**src/rtl/shift_reg_tap_ctrl_if.sv**
```systemverilog
// RAM-side bus of the delay-line controller: write port, read port and registered read data.
// ram_we/ram_re are single-cycle strobes with no backpressure; ram_rd is valid the cycle after ram_re.
interface shift_reg_tap_ctrl_if #(
    parameter int DSIZE = 25,
    parameter int ASIZE = 8
);
    logic [ASIZE-1:0] ram_wa;
    logic [DSIZE-1:0] ram_wd;
    logic             ram_we;
    logic [ASIZE-1:0] ram_ra;
    logic             ram_re;
    logic [DSIZE-1:0] ram_rd;

    modport master (
        output ram_wa, ram_wd, ram_we, ram_ra, ram_re,
        input  ram_rd
    );

    modport slave (
        input  ram_wa, ram_wd, ram_we, ram_ra, ram_re,
        output ram_rd
    );
endinterface

```
**src/rtl/shift_reg_tap_ctrl.sv**
```systemverilog
// Address/fill controller for a RAM-backed variable-length delay line.
// Optional ZERO_FILL_EN: Q is loaded with 0 instead of stale RAM data while filling.
module shift_reg_tap_ctrl #(
    parameter int DSIZE  = 25,
    parameter int WDEPTH = 256,
    parameter int ASIZE  = $clog2(WDEPTH)
) (
    input  logic                  clk,
    input  logic                  Reset_n,
    input  logic                  ce,
    input  logic [DSIZE-1:0]      Din,
    input  logic [ASIZE-1:0]      Len,
    input  logic                  len_ld,
    shift_reg_tap_ctrl_if.master  ram,
    output logic [DSIZE-1:0]      Q,
    output logic                  q_valid,
    output logic                  busy,
    output logic                  dbg_state
);

    typedef enum logic {
        FILL = 1'b0,
        RUN  = 1'b1
    } state_e;

    state_e           state, state_nx;
    logic [ASIZE-1:0] wp;
    logic [ASIZE-1:0] len_r;
    logic [ASIZE-1:0] len_new;
    logic [ASIZE-1:0] fill_cnt, fill_cnt_nx;
    logic             rd_pend;
    logic             rd_pend_vld;

    assign len_new = (Len == '0) ? ASIZE'(1) : Len;

    // Strobes are gated by reset so the RAM sees no access while held in reset.
    assign ram.ram_we = ce & Reset_n;
    assign ram.ram_re = ce & Reset_n;
    assign ram.ram_wa = wp;
    assign ram.ram_wd = Din;
    assign ram.ram_ra = wp - len_r;

    assign busy      = (state == FILL);
    assign dbg_state = state;

    // A ce coinciding with len_ld belongs to the old stream and is not counted.
    always_comb begin
        state_nx    = state;
        fill_cnt_nx = fill_cnt;
        if (len_ld) begin
            state_nx    = FILL;
            fill_cnt_nx = len_new;
        end else if (ce && (state == FILL)) begin
            fill_cnt_nx = fill_cnt - ASIZE'(1);
            if (fill_cnt == ASIZE'(1)) begin
                state_nx = RUN;
            end
        end
    end

    always_ff @(posedge clk or negedge Reset_n) begin
        if (!Reset_n) begin
            state       <= FILL;
            fill_cnt    <= ASIZE'(1);
            len_r       <= ASIZE'(1);
            wp          <= '0;
            rd_pend     <= 1'b0;
            rd_pend_vld <= 1'b0;
            Q           <= '0;
            q_valid     <= 1'b0;
        end else begin
            state    <= state_nx;
            fill_cnt <= fill_cnt_nx;
            if (len_ld) begin
                len_r <= len_new;
            end
            if (ce) begin
                wp <= wp + ASIZE'(1);
            end
            // Validity is decided by the state at read time, one cycle before Q loads.
            rd_pend     <= ce;
            rd_pend_vld <= ce && (state == RUN) && !len_ld;
            if (rd_pend) begin
`ifdef ZERO_FILL_EN
                Q <= rd_pend_vld ? ram.ram_rd : '0;
`else
                Q <= ram.ram_rd;
`endif
                q_valid <= rd_pend_vld;
            end
            if (len_ld) begin
                q_valid <= 1'b0;
            end
        end
    end

endmodule

```
**src/flat_wrapper.sv**
```systemverilog
// flat-port wrapper written by rule: the top's interface ports become plain ports
module shift_reg_tap_ctrl_flat 
#(
    parameter int DSIZE  = 25,
    parameter int WDEPTH = 256,
    parameter int ASIZE  = $clog2(WDEPTH)
)
  (clk, Reset_n, ce, Din, Len, len_ld, Q, q_valid, busy, dbg_state, ram_ram_wa, ram_ram_wd, ram_ram_we, ram_ram_ra, ram_ram_re, ram_ram_rd);
  shift_reg_tap_ctrl_if #(.DSIZE(DSIZE), .ASIZE(ASIZE)) ram_i ();
  input  logic clk;
  input  logic Reset_n;
  input  logic ce;
  input  logic [DSIZE-1:0] Din;
  input  logic [ASIZE-1:0] Len;
  input  logic len_ld;
  output logic [DSIZE-1:0] Q;
  output logic q_valid;
  output logic busy;
  output logic dbg_state;
  output wire logic [$bits(ram_i.ram_wa)-1:0] ram_ram_wa;
  output wire logic [$bits(ram_i.ram_wd)-1:0] ram_ram_wd;
  output wire logic [$bits(ram_i.ram_we)-1:0] ram_ram_we;
  output wire logic [$bits(ram_i.ram_ra)-1:0] ram_ram_ra;
  output wire logic [$bits(ram_i.ram_re)-1:0] ram_ram_re;
  input wire logic [$bits(ram_i.ram_rd)-1:0] ram_ram_rd;
  assign ram_ram_wa = ram_i.ram_wa;
  assign ram_ram_wd = ram_i.ram_wd;
  assign ram_ram_we = ram_i.ram_we;
  assign ram_ram_ra = ram_i.ram_ra;
  assign ram_ram_re = ram_i.ram_re;
  assign ram_i.ram_rd = ram_ram_rd;
  shift_reg_tap_ctrl #(.DSIZE(DSIZE), .WDEPTH(WDEPTH), .ASIZE(ASIZE)) u_core (.clk(clk), .Reset_n(Reset_n), .ce(ce), .Din(Din), .Len(Len), .len_ld(len_ld), .ram(ram_i), .Q(Q), .q_valid(q_valid), .busy(busy), .dbg_state(dbg_state));
endmodule
```
**config.mk**
```make
export PLATFORM = sky130hd
export DESIGN_NAME = shift_reg_tap_ctrl_flat
export DESIGN_NICKNAME = d
export VERILOG_FILES = /design/src/rtl/shift_reg_tap_ctrl_if.sv /design/src/rtl/shift_reg_tap_ctrl.sv /design/src/flat_wrapper.sv
export SDC_FILE = /design/constraint.sdc
export NUM_CORES = 1
export LEC_CHECK = 0
export CAP_MARGIN = 10
export CELL_PAD_IN_SITES_DETAIL_PLACEMENT = 1
export CELL_PAD_IN_SITES_GLOBAL_PLACEMENT = 1
export CORE_AREA = 2 2 96 98
export CTS_BUF_LIST = sky130_fd_sc_hd__clkbuf_4 sky130_fd_sc_hd__clkbuf_8
export DETAILED_ROUTE_END_ITERATION = 8
export DIE_AREA = 0 0 98 100
export PLACE_DENSITY = 0.91
export SYNTH_ARGS = -nofsm -noshare
export SYNTH_HDL_FRONTEND = slang
export SYNTH_SLANG_ARGS = --single-unit
```
**constraint.sdc**
```tcl
create_clock -name clk -period 2.65 [get_ports clk]
set_input_delay 0.53 -clock clk [delete_from_list [all_inputs] [get_ports clk]]
set_output_delay 0.53 -clock clk [all_outputs]
set_load 0.01 [all_outputs]
```
==> impl_metrics.toml, run 1 <==
[grt]
grt_pass1_wl_um = 10200
grt_overflow = 0
globalRouteTotalUtil_pct = 13.0
grt_pass1_vias = 2000
antenna_found_initial = 0
grt_max_degree = 54

[floorplan]
num_rows = 35
start_util_pct = 29.6
chipHeight_um = 100
die_area_um2 = 9800
io-pin-count = 133
coreArea_um2 = 8890
die_w_um = 98

[clocking]
clockBufferDepth = 2
clk_pin_slew_ps = 90
insertion_delay_ps = 300
cts_tree = "yes"
root_buffer = "clkbuf_8"
numClockSinks = 53
hold_buffers = 0
cts_buffers = 5
htree_num_levels = 2

[detailed_routing]
num_vias = 1880
drt_iter0_drc = 41
postRouteAntennaNets = 0
wl_per_cell_um = 15.7
routed_via_density = 4.60
firstDrtPassIters = 4
met1_length_um = 2470
drcViolationCount = 0
routed.top_layer = "met4"
wl_met2_um = 3600
wl_met3_um = 250
drt-total-wl_um = 6430

[sta]
rsz0062_at_grt = "yes"
slew_violations = 0
period_share_pct = 102
layout_setup_ws_ps = -51.3
setup_viol = 1
worstMarginPinSlew_ps = 665
fin_tns_setup_ps = -51.3
fin_skew_ps = 7.84
hold-worst-slack_ps = 373
clock.fmax_mhz = 370
fin_crit_ps = 2700
hold_violations = 0
max_slew_margin_pct = 55.7

[setup_path]
end_kind = "primary output"
cp.arrival_ps = 2170
reg2reg_to = "u_core.fill_cnt[7]$_DFFE_PN0P_"
start_kind = "flip-flop"
rr_startpoint = "u_core.dbg_state$_DFFE_PN0P_"
critPathKind = "flip-flop to primary output"
critPathLaunch = "u_core.ram.ram_wa[1]$_DFFE_PN0P_"
ff2ff_setup_slack_ps = 1170
cp_max_fo = 3
worstPathRequired_ps = 2120
r2r_cells = 4
endpoint = "ram_ram_ra[5]"

[flow_run]
maxCapViolCount = 0

[synthesis]
ys_seq_elements = 53
synth_flop_cell = "dfrtp_1"
synth_top_family_by_area = "multiplexers"
synth.avg_cell_area_um2 = 11.4
synthXorXnorAreaFrac_pct = 6.98
synthArstFlopShare_pct = 100
synth_edf_count = 0
synth_adder_area_share_pct = 5.51
syn-num-nets = 304
synth.area.mux_share_pct = 11.5
yosysWarnings = 0
synth-seq-area-share_pct = 50.5
yosys.area_share.simple_pct = 10.1
ys_types = 36
synth_compound_area_share_pct = 4.85
synthCells = 231
mappedNetlistArea_um2 = 2630

[status]
violations = "setup timing"
status = "finished with violations"

[cells_and_area]
diodes = 0
layout_commonest_cell = "clkdlybuf4s50_1"
syn_to_final_growth_pct = 36.4
most-common-layout-cells = "clkdlybuf4s50_1, dfrtp_1, mux2_2, xnor2_1"
layout.nets = 371
multi_input_area_um2 = 1100
layout-drive-gt1-share_pct = 21.8
fillers = 985
regArea_um2 = 1330

[placed_design]
post-dp-hpwl_um = 4900
port-buffer-count = 82
gp_congestion = 0.723
dpl_worst_slack_ps = -182

[min_path]
hold_path.class = "input pin to asynchronous set/reset pin"

[pwr]
power.density_nw_per_um2 = 800
ir_drop_mv = 0.370
total_power_w = 0.00287
leakage_nw = 1.50
synthesized netlist by cell type (3+ instances only):
cell type   n  area (um^2)
nor3_1      3         15.0
buf_4      26          195
buf_2       5         25.0
xor2_1      5         43.8
o21ai_0    11         55.1
nor2_1     15         56.3
xnor2_1    16          140
nand2b_1    3         18.8
nand2_1    13         48.8
inv_1      14         52.6
mux2_2     26          293
a21oi_1     5         25.0
dfrtp_1    51         1280
ha_1       10          125
cell type report:
| type | instances | share of cell area, % |
|---|---|---|
| flip-flops and latches | 53 | 37.0 |
| multi-input cells | 131 | 30.6 |
| repair buffers | 93 | 24.6 |
| well taps | 111 | 3.87 |
| clock buffers | 7 | 2.51 |
| inverters | 14 | 1.46 |
metal layers:
metal  track usage [%]  up-vias
li1                  -      870
met2              24.7       45
met4              3.10        0
met1              15.2      954
met3              2.44       11
met5                 0        -
how the worst min path moves through the flow:
stage                                             from                         end  cells past startpoint
after floorplan                                Reset_n     u_core.Q[0]$_DFFE_PN0P_                      0
after global placement    u_core.rd_pend_vld$_DFF_PN0_  u_core.q_valid$_DFFE_PN0P_                      2
after detailed placement      u_core.Q[10]$_DFFE_PN0P_    u_core.Q[10]$_DFFE_PN0P_                      1
after CTS                                      Reset_n    u_core.Q[15]$_DFFE_PN0P_                      2
after global routing                           Reset_n    u_core.Q[11]$_DFFE_PN0P_                      2
final                                          Reset_n     u_core.Q[8]$_DFFE_PN0P_                      2
sequential cells by signal (all words and copies together) (netlist names):
signal              cells
u_core.Q               25
u_core.fill_cnt         8
u_core.len_r            8
u_core.ram.ram_wa       8
u_core.dbg_state        1
u_core.q_valid          1
u_core.rd_pend          1
u_core.rd_pend_vld      1
power breakdown:
| part | internal, W | leakage (nW) | switching (W) |
|---|---|---|---|
| sequential | 0.000928 | 0.637 | 0.000103 |
| combinational | 0.000756 | 0.820 | 0.000617 |
| clock | 0.000218 | 0.0477 | 0.000254 |
| total | 0.00190 | 1.50 | 0.000973 |
timing repair:
item,in CTS,in global routing
resized for setup,13,14
setup buffers,0,1
setup endpoints to repair,6,5
pin swaps,1,1
cell families after synthesis:
logic type | count (synthesis)
buf+inv | 47
xor+xnor | 21
fa+ha+maj | 11
compound gates | 23
flops | 53
simple gates | 49
mux | 27
metrics by stage:
| stage | instances | utilization [%] | cell area (um^2) |
|---|---|---|---|
| after floorplan | 231 | - | 2630 |
| after global placement | 401 | 38.6 | 3440 |
| after detailed placement | 401 | 38.6 | 3440 |
| after CTS | 408 | 39.9 | 3550 |
| after global routing | 409 | 40.4 | 3590 |
| final | 409 | 40.4 | 3590 |
worst max-delay path: stages (launching register included):
cell and delay, ps:
dfrtp_1 430, ha_1 360, nand2b_4 80, a211oi_4 240, nor3b_2 80, xnor2_1 130
clkdlybuf4s50_1 550
(Power assumes the default switching activity.)
==> inputs of run 2 (changes only) <==
Settings changed: TNS_END_PERCENT set to 30.
==> impl_metrics.toml, run 2 (synthesized netlist as in run 1, its figures left out) <==
[sta]
slew_violations = 0
period_share_pct = 99.9
hold_violations = 0
fin_skew_ps = 4.99
fin_crit_ps = 2650
rsz0062_at_grt = "yes"
worstMarginPinSlew_ps = 658
max_slew_margin_pct = 56.2
setup_viol = 0
clock.fmax_mhz = 378

[cells_and_area]
layout_commonest_cell = "clkdlybuf4s50_1"
layout.nets = 370
fillers = 986
most-common-layout-cells = "clkdlybuf4s50_1, dfrtp_1, mux2_2, xnor2_1"
diodes = 0
final_area_um2 = 3590
layout-drive-gt1-share_pct = 21.2
syn_to_final_growth_pct = 36.3
largest_register = "u_core.Q"
largest_reg_flops = 25
final_util_pct = 40.4

[grt]
grt_max_degree = 54
grt_overflow = 0
grt_pass1_vias = 2004
globalRouteTotalUtil_pct = 13.0
antenna_found_initial = 0
grt_pass1_wl_um = 10200

[status]
status = "complete, no violations"

[detailed_routing]
drt-total-wl_um = 6490
routed_via_density = 4.53
drt_iter0_drc = 52
postRouteAntennaNets = 0
num_vias = 1847
wl_per_cell_um = 15.9
drcViolationCount = 0
met1_length_um = 2520
routed.top_layer = "met4"
wl_met3_um = 241
firstDrtPassIters = 4
wl_met2_um = 3650

[clocking]
cts_buffers = 5
htree_num_levels = 2
clk_pin_slew_ps = 90
post_cts_buffers = 0
cts_tree = "yes"
clockBufferDepth = 2
root_buffer = "clkbuf_8"
insertion_delay_ps = 300
numClockSinks = 53

[setup_path]
path_cells = "ha_4, inv_2, fa_2, a21oi_2, o211ai_1, a21oi_1, xnor2_1, buf_2"
start_kind = "flip-flop"
reg2reg_to = "u_core.fill_cnt[7]$_DFFE_PN0P_"
cp.arrival_ps = 2120
slowest_delay_ps = 560
rr_startpoint = "u_core.dbg_state$_DFFE_PN0P_"
end_kind = "primary output"
worstPathRequired_ps = 2120
critPathKind = "flip-flop to primary output"
r2r_cells = 4
cp_slowest_cell = "dfstp_2"
ff2ff_setup_slack_ps = 1170
cp_max_fo = 2

[pwr]
leakage_nw = 1.51
power.density_nw_per_um2 = 800
ir_drop_mv = 0.362

[min_path]
hold_path.class = "input pin to asynchronous set/reset pin"

[floorplan]
io-pin-count = 133
chipHeight_um = 100
coreArea_um2 = 8890
num_rows = 35
die_area_um2 = 9800
die_w_um = 98
start_util_pct = 29.6

[placed_design]
port-buffer-count = 82
post-dp-hpwl_um = 4900
dpl_cell_area_um2 = 3440
gp_congestion = 0.723

[flow_run]
maxCapViolCount = 0
run 2: report_power, final:
| group | switching [W] | total (W) | internal [W] | leakage (nW) |
|---|---|---|---|---|
| Combinational | 0.000620 | 0.00137 | 0.000748 | 0.826 |
| Clock | 0.000254 | 0.000472 | 0.000218 | 0.0477 |
| Sequential | 0.000104 | 0.00103 | 0.000928 | 0.637 |
run 2: what timing repair did:
action,in CTS,in global routing
pin swaps,1,1
hold buffers,0,0
endpoints found under the setup margin,6,5
resized for setup,13,13
run 2: worst max path at each step:
stage / cells after the start / startpoint / slack (ps) / to
2_1_floorplan: 8 / u_core.ram.ram_wa[0]$_DFFE_PN0P_ / 430 / ram_ram_ra[6]
3_3_place_gp: 8 / u_core.len_r[0]$_DFFE_PN1P_ / -130 / ram_ram_ra[6]
3_5_place_dp: 8 / u_core.len_r[0]$_DFFE_PN1P_ / -180 / ram_ram_ra[6]
4_1_cts: 8 / u_core.len_r[0]$_DFFE_PN1P_ / -100 / ram_ram_ra[6]
5_1_grt: 8 / u_core.len_r[0]$_DFFE_PN1P_ / -150 / ram_ram_ra[6]
6_report: 8 / u_core.len_r[0]$_DFFE_PN1P_ / 2 / ram_ram_ra[6]
run 2: worst max-delay path: cells and delay by family (launching register included):
kind | cells | cell delay (ps)
xor gates and xnor gates | 1 | 140
adders and majority gates | 2 | 480
DFF | 1 | 560
buffers and inverters | 2 | 180
AOI/OAI and AO/OA | 3 | 430
run 2: layout make-up:
class	instances	area, um^2	share of cell area [%]
clock buffer	7	90.1	2.51
inverter	14	52.6	1.46
multi-input combinational	131	1100	30.6
sequential	53	1330	37.0
tap	111	139	3.87
timing repair buffer	92	882	24.6
run 2: per-stage QoR:
| stage | power (W) | worst slack, ps | setup TNS, ps | hold WS, ps | instances |
|---|---|---|---|---|---|
| global placement | 0.00231 | -125 | -125 | 482 | 401 |
| floorplan | 0.00170 | 433 | 0 | 234 | 231 |
| CTS | 0.00285 | -102 | -200 | 404 | 408 |
| global route | 0.00307 | -150 | -189 | 429 | 408 |
| finish | 0.00287 | 2.38 | 0 | 370 | 408 |
| detailed placement | 0.00238 | -182 | -242 | 496 | 401 |
run 2: layer usage:
layer	global-route usage, %	vias to the layer above
met4	3.10	0
met2	24.7	42
li1	-	869
met5	0	-
met3	2.44	9
met1	15.2	927
